--- config.mk ---
export PLATFORM = sky130hd
export DESIGN_NAME = pc_fetch_unit_flat
export DESIGN_NICKNAME = d
export VERILOG_FILES = /design/src/rtl/rv_fetch_pkg.sv /design/src/rtl/pc_fetch_unit_if.sv /design/src/rtl/if_id_reg.sv /design/src/rtl/pc_fetch_unit.sv /design/src/flat_wrapper.sv
export SDC_FILE = /design/constraint.sdc
export NUM_CORES = 1
export LEC_CHECK = 0
export CORE_UTILIZATION = 45
export DETAILED_ROUTE_END_ITERATION = 16
export HOLD_SLACK_MARGIN = 0.12
export PLACE_DENSITY = 0.79
export SKIP_CTS_REPAIR_TIMING = 1
export SLEW_MARGIN = 20
export SYNTH_ARGS = -nofsm -noshare
export SYNTH_HDL_FRONTEND = slang
export SYNTH_SLANG_ARGS = --single-unit
--- constraint.sdc ---
create_clock -name clk -period 4.65 [get_ports clk]
set_input_delay 0.6975 -clock clk [delete_from_list [all_inputs] [get_ports clk]]
set_output_delay 0.6975 -clock clk [all_outputs]
set_load 0.1 [all_outputs]
--- src/rtl/rv_fetch_pkg.sv ---
// rtl/rv_fetch_pkg.sv - shared constants for the instruction-fetch front end
package rv_fetch_pkg;
  localparam int          XLEN             = 32;
  localparam logic [31:0] RESET_PC_DEFAULT = 32'h0000_0000;
  localparam logic [31:0] NOP_INSTR        = 32'h0000_0013;
  localparam logic [31:0] PC_STEP          = 32'd4;
endpackage

--- src/rtl/pc_fetch_unit_if.sv ---
// rtl/pc_fetch_unit_if.sv - fetch unit control, memory and IF/ID bundle
interface pc_fetch_unit_if;
  import rv_fetch_pkg::*;

  logic            stall;
  logic            redirect_valid;
  logic [XLEN-1:0] redirect_target;
  logic [XLEN-1:0] instruction;
  logic [XLEN-1:0] PCs;
  logic            if_id_valid;
  logic [XLEN-1:0] if_id_pc;
  logic [XLEN-1:0] if_id_pc_plus4;
  logic [XLEN-1:0] if_id_instruction;
  logic            misaligned_redirect;
  logic [31:0]     fetch_count;

  modport master (
    input  stall, redirect_valid, redirect_target, instruction,
    output PCs, if_id_valid, if_id_pc, if_id_pc_plus4, if_id_instruction,
           misaligned_redirect, fetch_count
  );

  modport slave (
    output stall, redirect_valid, redirect_target, instruction,
    input  PCs, if_id_valid, if_id_pc, if_id_pc_plus4, if_id_instruction,
           misaligned_redirect, fetch_count
  );
endinterface

--- src/rtl/if_id_reg.sv ---
// rtl/if_id_reg.sv - IF/ID pipeline register with flush and NOP substitution
module if_id_reg #(
  parameter logic [31:0] RESET_PC  = rv_fetch_pkg::RESET_PC_DEFAULT,
  parameter logic [31:0] NOP_INSTR = rv_fetch_pkg::NOP_INSTR
) (
  input  logic        clk,
  input  logic        reset,
  input  logic        load_i,
  input  logic        flush_i,
  input  logic        hold_i,
  input  logic [31:0] pc_i,
  input  logic [31:0] instr_i,
  output logic        valid_o,
  output logic [31:0] pc_o,
  output logic [31:0] pc_plus4_o,
  output logic [31:0] instr_o
);
  import rv_fetch_pkg::*;

  logic        valid_q, valid_d;
  logic [31:0] pc_q, pc_d;
  logic [31:0] pc_plus4_q, pc_plus4_d;
  logic [31:0] instr_q, instr_d;

  always_comb begin
    valid_d    = valid_q;
    pc_d       = pc_q;
    pc_plus4_d = pc_plus4_q;
    instr_d    = instr_q;
    // Flush keeps pc/pc_plus4 so decode still sees the last real address.
    if (flush_i) begin
      valid_d = 1'b0;
      instr_d = NOP_INSTR;
    end else if (load_i && !hold_i) begin
      valid_d    = 1'b1;
      pc_d       = pc_i;
      pc_plus4_d = pc_i + PC_STEP;
      instr_d    = instr_i;
    end
  end

  always_ff @(posedge clk or negedge reset) begin
    if (!reset) begin
      valid_q    <= 1'b0;
      pc_q       <= '0;
      pc_plus4_q <= RESET_PC + PC_STEP;
      instr_q    <= NOP_INSTR;
    end else begin
      valid_q    <= valid_d;
      pc_q       <= pc_d;
      pc_plus4_q <= pc_plus4_d;
      instr_q    <= instr_d;
    end
  end

  assign valid_o    = valid_q;
  assign pc_o       = pc_q;
  assign pc_plus4_o = pc_plus4_q;
  assign instr_o    = valid_q ? instr_q : NOP_INSTR;
endmodule

--- src/rtl/pc_fetch_unit.sv ---
// rtl/pc_fetch_unit.sv - program counter, next-PC select, misalign flag and fetch counter
module pc_fetch_unit #(
  parameter logic [31:0] RESET_PC  = rv_fetch_pkg::RESET_PC_DEFAULT,
  parameter logic [31:0] NOP_INSTR = rv_fetch_pkg::NOP_INSTR
) (
  input logic            clk,
  input logic            reset,
  pc_fetch_unit_if.master fif
);
  import rv_fetch_pkg::*;

  logic [XLEN-1:0] pc_q, pc_d;
  logic            mis_q, mis_d;
  logic [31:0]     cnt_q, cnt_d;
  logic            load, flush, hold;

  // Priority: redirect beats stall, stall beats advance.
  always_comb begin
    pc_d  = pc_q;
    mis_d = 1'b0;
    cnt_d = cnt_q;
    load  = 1'b0;
    flush = 1'b0;
    hold  = 1'b0;
    if (fif.redirect_valid) begin
      pc_d  = {fif.redirect_target[XLEN-1:2], 2'b00};
      mis_d = |fif.redirect_target[1:0];
      flush = 1'b1;
    end else if (fif.stall) begin
      hold = 1'b1;
    end else begin
      pc_d  = pc_q + PC_STEP;
      cnt_d = cnt_q + 32'd1;
      load  = 1'b1;
    end
  end

  always_ff @(posedge clk or negedge reset) begin
    if (!reset) begin
      pc_q  <= RESET_PC;
      mis_q <= 1'b0;
      cnt_q <= '0;
    end else begin
      pc_q  <= pc_d;
      mis_q <= mis_d;
      cnt_q <= cnt_d;
    end
  end

  if_id_reg #(
    .RESET_PC  (RESET_PC),
    .NOP_INSTR (NOP_INSTR)
  ) u_if_id_reg (
    .clk        (clk),
    .reset      (reset),
    .load_i     (load),
    .flush_i    (flush),
    .hold_i     (hold),
    .pc_i       (pc_q),
    .instr_i    (fif.instruction),
    .valid_o    (fif.if_id_valid),
    .pc_o       (fif.if_id_pc),
    .pc_plus4_o (fif.if_id_pc_plus4),
    .instr_o    (fif.if_id_instruction)
  );

  assign fif.PCs                 = pc_q;
  assign fif.misaligned_redirect = mis_q;
  assign fif.fetch_count         = cnt_q;
endmodule

--- src/flat_wrapper.sv ---
// flat-port wrapper written by rule: the top's interface ports become plain ports
module pc_fetch_unit_flat import rv_fetch_pkg::*;
#(
  parameter logic [31:0] RESET_PC  = rv_fetch_pkg::RESET_PC_DEFAULT,
  parameter logic [31:0] NOP_INSTR = rv_fetch_pkg::NOP_INSTR
)
  (clk, reset, fif_stall, fif_redirect_valid, fif_redirect_target, fif_instruction, fif_PCs, fif_if_id_valid, fif_if_id_pc, fif_if_id_pc_plus4, fif_if_id_instruction, fif_misaligned_redirect, fif_fetch_count);
  pc_fetch_unit_if fif_i ();
  input logic clk;
  input logic reset;
  input wire logic [$bits(fif_i.stall)-1:0] fif_stall;
  input wire logic [$bits(fif_i.redirect_valid)-1:0] fif_redirect_valid;
  input wire logic [$bits(fif_i.redirect_target)-1:0] fif_redirect_target;
  input wire logic [$bits(fif_i.instruction)-1:0] fif_instruction;
  output wire logic [$bits(fif_i.PCs)-1:0] fif_PCs;
  output wire logic [$bits(fif_i.if_id_valid)-1:0] fif_if_id_valid;
  output wire logic [$bits(fif_i.if_id_pc)-1:0] fif_if_id_pc;
  output wire logic [$bits(fif_i.if_id_pc_plus4)-1:0] fif_if_id_pc_plus4;
  output wire logic [$bits(fif_i.if_id_instruction)-1:0] fif_if_id_instruction;
  output wire logic [$bits(fif_i.misaligned_redirect)-1:0] fif_misaligned_redirect;
  output wire logic [$bits(fif_i.fetch_count)-1:0] fif_fetch_count;
  assign fif_i.stall = fif_stall;
  assign fif_i.redirect_valid = fif_redirect_valid;
  assign fif_i.redirect_target = fif_redirect_target;
  assign fif_i.instruction = fif_instruction;
  assign fif_PCs = fif_i.PCs;
  assign fif_if_id_valid = fif_i.if_id_valid;
  assign fif_if_id_pc = fif_i.if_id_pc;
  assign fif_if_id_pc_plus4 = fif_i.if_id_pc_plus4;
  assign fif_if_id_instruction = fif_i.if_id_instruction;
  assign fif_misaligned_redirect = fif_i.misaligned_redirect;
  assign fif_fetch_count = fif_i.fetch_count;
  pc_fetch_unit #(.RESET_PC(RESET_PC), .NOP_INSTR(NOP_INSTR)) u_core (.clk(clk), .reset(reset), .fif(fif_i));
endmodule
==> metrics.cfg <==
[run_status]
status = finished clean

[sta]
slew_headroom_pct = 27.0
skew_ns = 0.00987
rsz0062_at_grt = no
hold_viol_final = 0
worstMarginPinSlew_ns = 1.09
finalCriticalPeriod_ns = 3.40
max_freq_ghz = 0.294
fin_crit_sh_pct = 73.1
setup_tns_ns = 0
setup_slack_ns = 1.25
slew_violations = 0
setup_viol = 0

[clock_tree]
numCtsBuffers = 17
clockBufferDepth = 2
tritoncts = done
clock-sinks = 156
cts_root_buf = clkbuf_16
clock_latency_ns = 0.42
cts-htree-levels = 4
clk_pin_slew_ns = 0.06

[synthesis]
yosys_warnings = 0
synthTopCellsByArea = dfrtp_1 51%, nand2_1 8.7%, xnor2_1 8.0%
syn-cell-area_mm2 = 0.00749
synth-main-ff-cell = dfrtp_1
synth-edff-count = 0
syn-instance-count = 778
avgSynthCellArea_um2 = 9.62
synth_top_area_share_pct = 50.8
synth_cell_type_count = 42
synth-seq-cells = 156
async_flop_share_pct = 100
synth_top_cell_by_area = dfrtp_1
synth_seq_area_share_pct = 52.2

[drt]
dr.pass1.iters = 4
via_per_inst = 5.05
remaining_drc_errors = 0
routed_wl_um = 20100
postRouteAntennaNets = 0
drt_iter0_markers = 389
vias = 6013
wl_per_cell_um = 16.9

[power]
p_comb_share_pct = 35.4
power.switching_mw = 1.94
p_int_mw = 2.70
switching_share_pct = 41.8
peakVddDrop_mv = 0.252
leakagePower_nw = 4.40
pwr-share-clk_pct = 29.1
p_seq_share_pct = 35.6
powerDensity_mw_per_mm2 = 450

[setup_path]
required_ns = 3.95
path_cells = and2_1 > clkdlybuf4s50_1
reg2reg_from = u_core.fif.PCs[5]$_DFFE_PN0N_
start_kind = register
timing.critical_path.from = u_core.u_if_id_reg.valid_o$_DFFE_PN0P_
cp_max_fo = 34
cp-end-kind = output port
path_class = register to output port
cpMaxStageDelayCell = clkdlybuf4s50_1
critPathArrivalTime_ns = 2.70
cpPeakStageDelay_ns = 1.14

[final_layout]
fill_cells = 1313
diodes = 0
final_cell_count_no_fill = 1191
layout.nets = 1034
area_growth_pct = 37.9
multi_input_area_mm2 = 0.00331
drive_above_1_share_pct = 5.74
seq_area_mm2 = 0.00391

[floorplan]
dieArea_mm2 = 0.0172
pin_count = 230
die_y_um = 131
fp.coreArea_mm2 = 0.0161
rows = 46
die_width_um = 131
initial_utilization_pct = 46.6

[placed_design]
hpwlAfterDp_um = 13700
io_buffers = 223
place.gp.congestion = 0.850
dpl_worst_slack_ns = 1.64
placed_cells = 1161

[min_path]
hold_path.class = input pin to asynchronous set/reset pin

[grt]
grt_max_degree = 97
grt_pass1_vias = 5968
antenna_found_initial = 0
grt_pass1_wl_um = 31500
grt_usage_pct = 24.3
grt-ovfl-total = 0

[run]
cap_violations = 0

==> cell usage in the layout (no fill, tap or decap), types with 4 or more instances in the layout <==
| cell type | netlist | layout |
|---|---|---|
| conb_1 | 1 | 6 |
| o21ai_0 | 48 | 48 |
| buf_4 | 7 | 5 |
| or2_2 | 7 | 6 |
| nor4_4 | 5 | 5 |
| mux2i_1 | 30 | 30 |
| nand3_1 | 24 | 24 |
| xnor2_1 | 68 | 68 |
| and4_1 | 4 | 4 |
| nor3_1 | 15 | 15 |
| nand2_1 | 174 | 174 |
| and3_1 | 7 | 7 |
| nand4_1 | 23 | 23 |
| dfstp_2 | 4 | 4 |
| o21ai_1 | 11 | 11 |
| nor4_1 | 9 | 9 |
| clkdlybuf4s50_1 | 0 | 220 |
| clkbuf_16 | 0 | 17 |
| nand2b_1 | 4 | 4 |
| and2_1 | 32 | 32 |
| xor2_1 | 20 | 20 |
| nor2b_1 | 5 | 5 |
| dfrtp_1 | 152 | 152 |
| nor2_1 | 46 | 45 |
==> routing by layer <==
metal / wire length, um / vias up / share of wire, % / global-route usage (%)
met3: 1430 / 16 / 7.1 / 5.94
li1: - / 2922 / - / -
met5: 0 / - / 0 / 0
met1: 8730 / 2860 / 43 / 31.7
met4: 335 / 0 / 1.7 / 9.13
met2: 9580 / 215 / 48 / 39.0
==> worst max-delay path: cells and delay by family, from the launching register on <==
kind          cells  cell delay (ns)
buf+inv           1             1.14
flops             1             0.89
simple gates      1             0.24
==> registers in the layout (all words and copies together) (netlist names) <==
name	flops
u_core.fif.fetch_count	32
u_core.fif.PCs	30
u_core.u_if_id_reg.valid_o	1
u_core.u_if_id_reg.pc_o	30
u_core.fif.misaligned_redirect	1
u_core.u_if_id_reg.instr_q	32
u_core.u_if_id_reg.pc_plus4_o	30
==> synthesized netlist by cell type, drive strengths merged, types with 7 or more instances <==
cell    number
and2        32
and3         7
buf         18
clkbuf      47
dfrtp      152
mux2i       30
nand2      174
nand3       24
nand4       24
nor2        46
nor3        15
nor4        16
o21ai       59
or2          7
xnor2       68
xor2        20
==> cells by family (layout without fill, tap and decap cells) <==
| family | after synthesis | count (layout) | synth area share [%] |
|---|---|---|---|
| other cells | 1 | 6 | 0.0501 |
| buf+inv | 68 | 260 | 4.03 |
| xor+xnor | 88 | 88 | 10.3 |
| flops | 156 | 156 | 52.2 |
| fa+ha+maj | 2 | 2 | 0.334 |
| mux | 31 | 31 | 4.16 |
| compound gates | 64 | 64 | 4.46 |
| simple gates | 368 | 368 | 24.5 |
==> layout make-up <==
| type | instances | share of cell area, % |
|---|---|---|
| clock buffers | 23 | 4.63 |
| inverters | 3 | 0.109 |
| repair buffers | 227 | 21.9 |
| multi-input cells | 559 | 32.0 |
| flip-flops and latches | 156 | 37.9 |
| well taps | 216 | 2.62 |
| clock inverters | 7 | 0.897 |
==> through the flow <==
| step | hold WS (ns) | util [%] | instance area, um^2 | power [mW] |
|---|---|---|---|---|
| 6_report | 0.344 | 64.3 | 10300 | 4.65 |
| 5_1_grt | 0.406 | 64.3 | 10300 | 4.81 |
| 4_1_cts | 0.388 | 64.3 | 10300 | 4.68 |
| 3_5_place_dp | 0.462 | 60.7 | 9750 | 3.32 |
| 3_3_place_gp | 0.458 | 60.7 | 9750 | 3.31 |
| 2_1_floorplan | 0.402 | - | 7510 | 2.88 |
==> power by group through the flow <==
stage	registers (mW)	clock network, mW	logic [mW]
after floorplan	2.52	0	0.354
after global placement	1.67	0	1.64
after detailed placement	1.67	0	1.65
after CTS	1.65	1.37	1.65
after global routing	1.67	1.43	1.71
final	1.65	1.35	1.64
==> worst paths after layout <==
path | to | slack [ns] | cells past startpoint
worst max-delay path | fif_if_id_instruction[7] | 1.25 | 2
worst min-delay path | u_core.u_if_id_reg.pc_o[9]$_DFFE_PN0P_ | 0.34 | 1
worst max register to register | u_core.fif.PCs[25]$_DFFE_PN0N_ | 2.01 | 5
worst min register to register | u_core.fif.fetch_count[31]$_DFFE_PN0P_ | 0.47 | 1
max in group asynchronous | u_core.u_if_id_reg.instr_q[0]$_DFFE_PN1P_ | 3.29 | 2
min in group clk | u_core.fif.fetch_count[31]$_DFFE_PN0P_ | 0.47 | 1
Power figures use the tool's default switching activity.
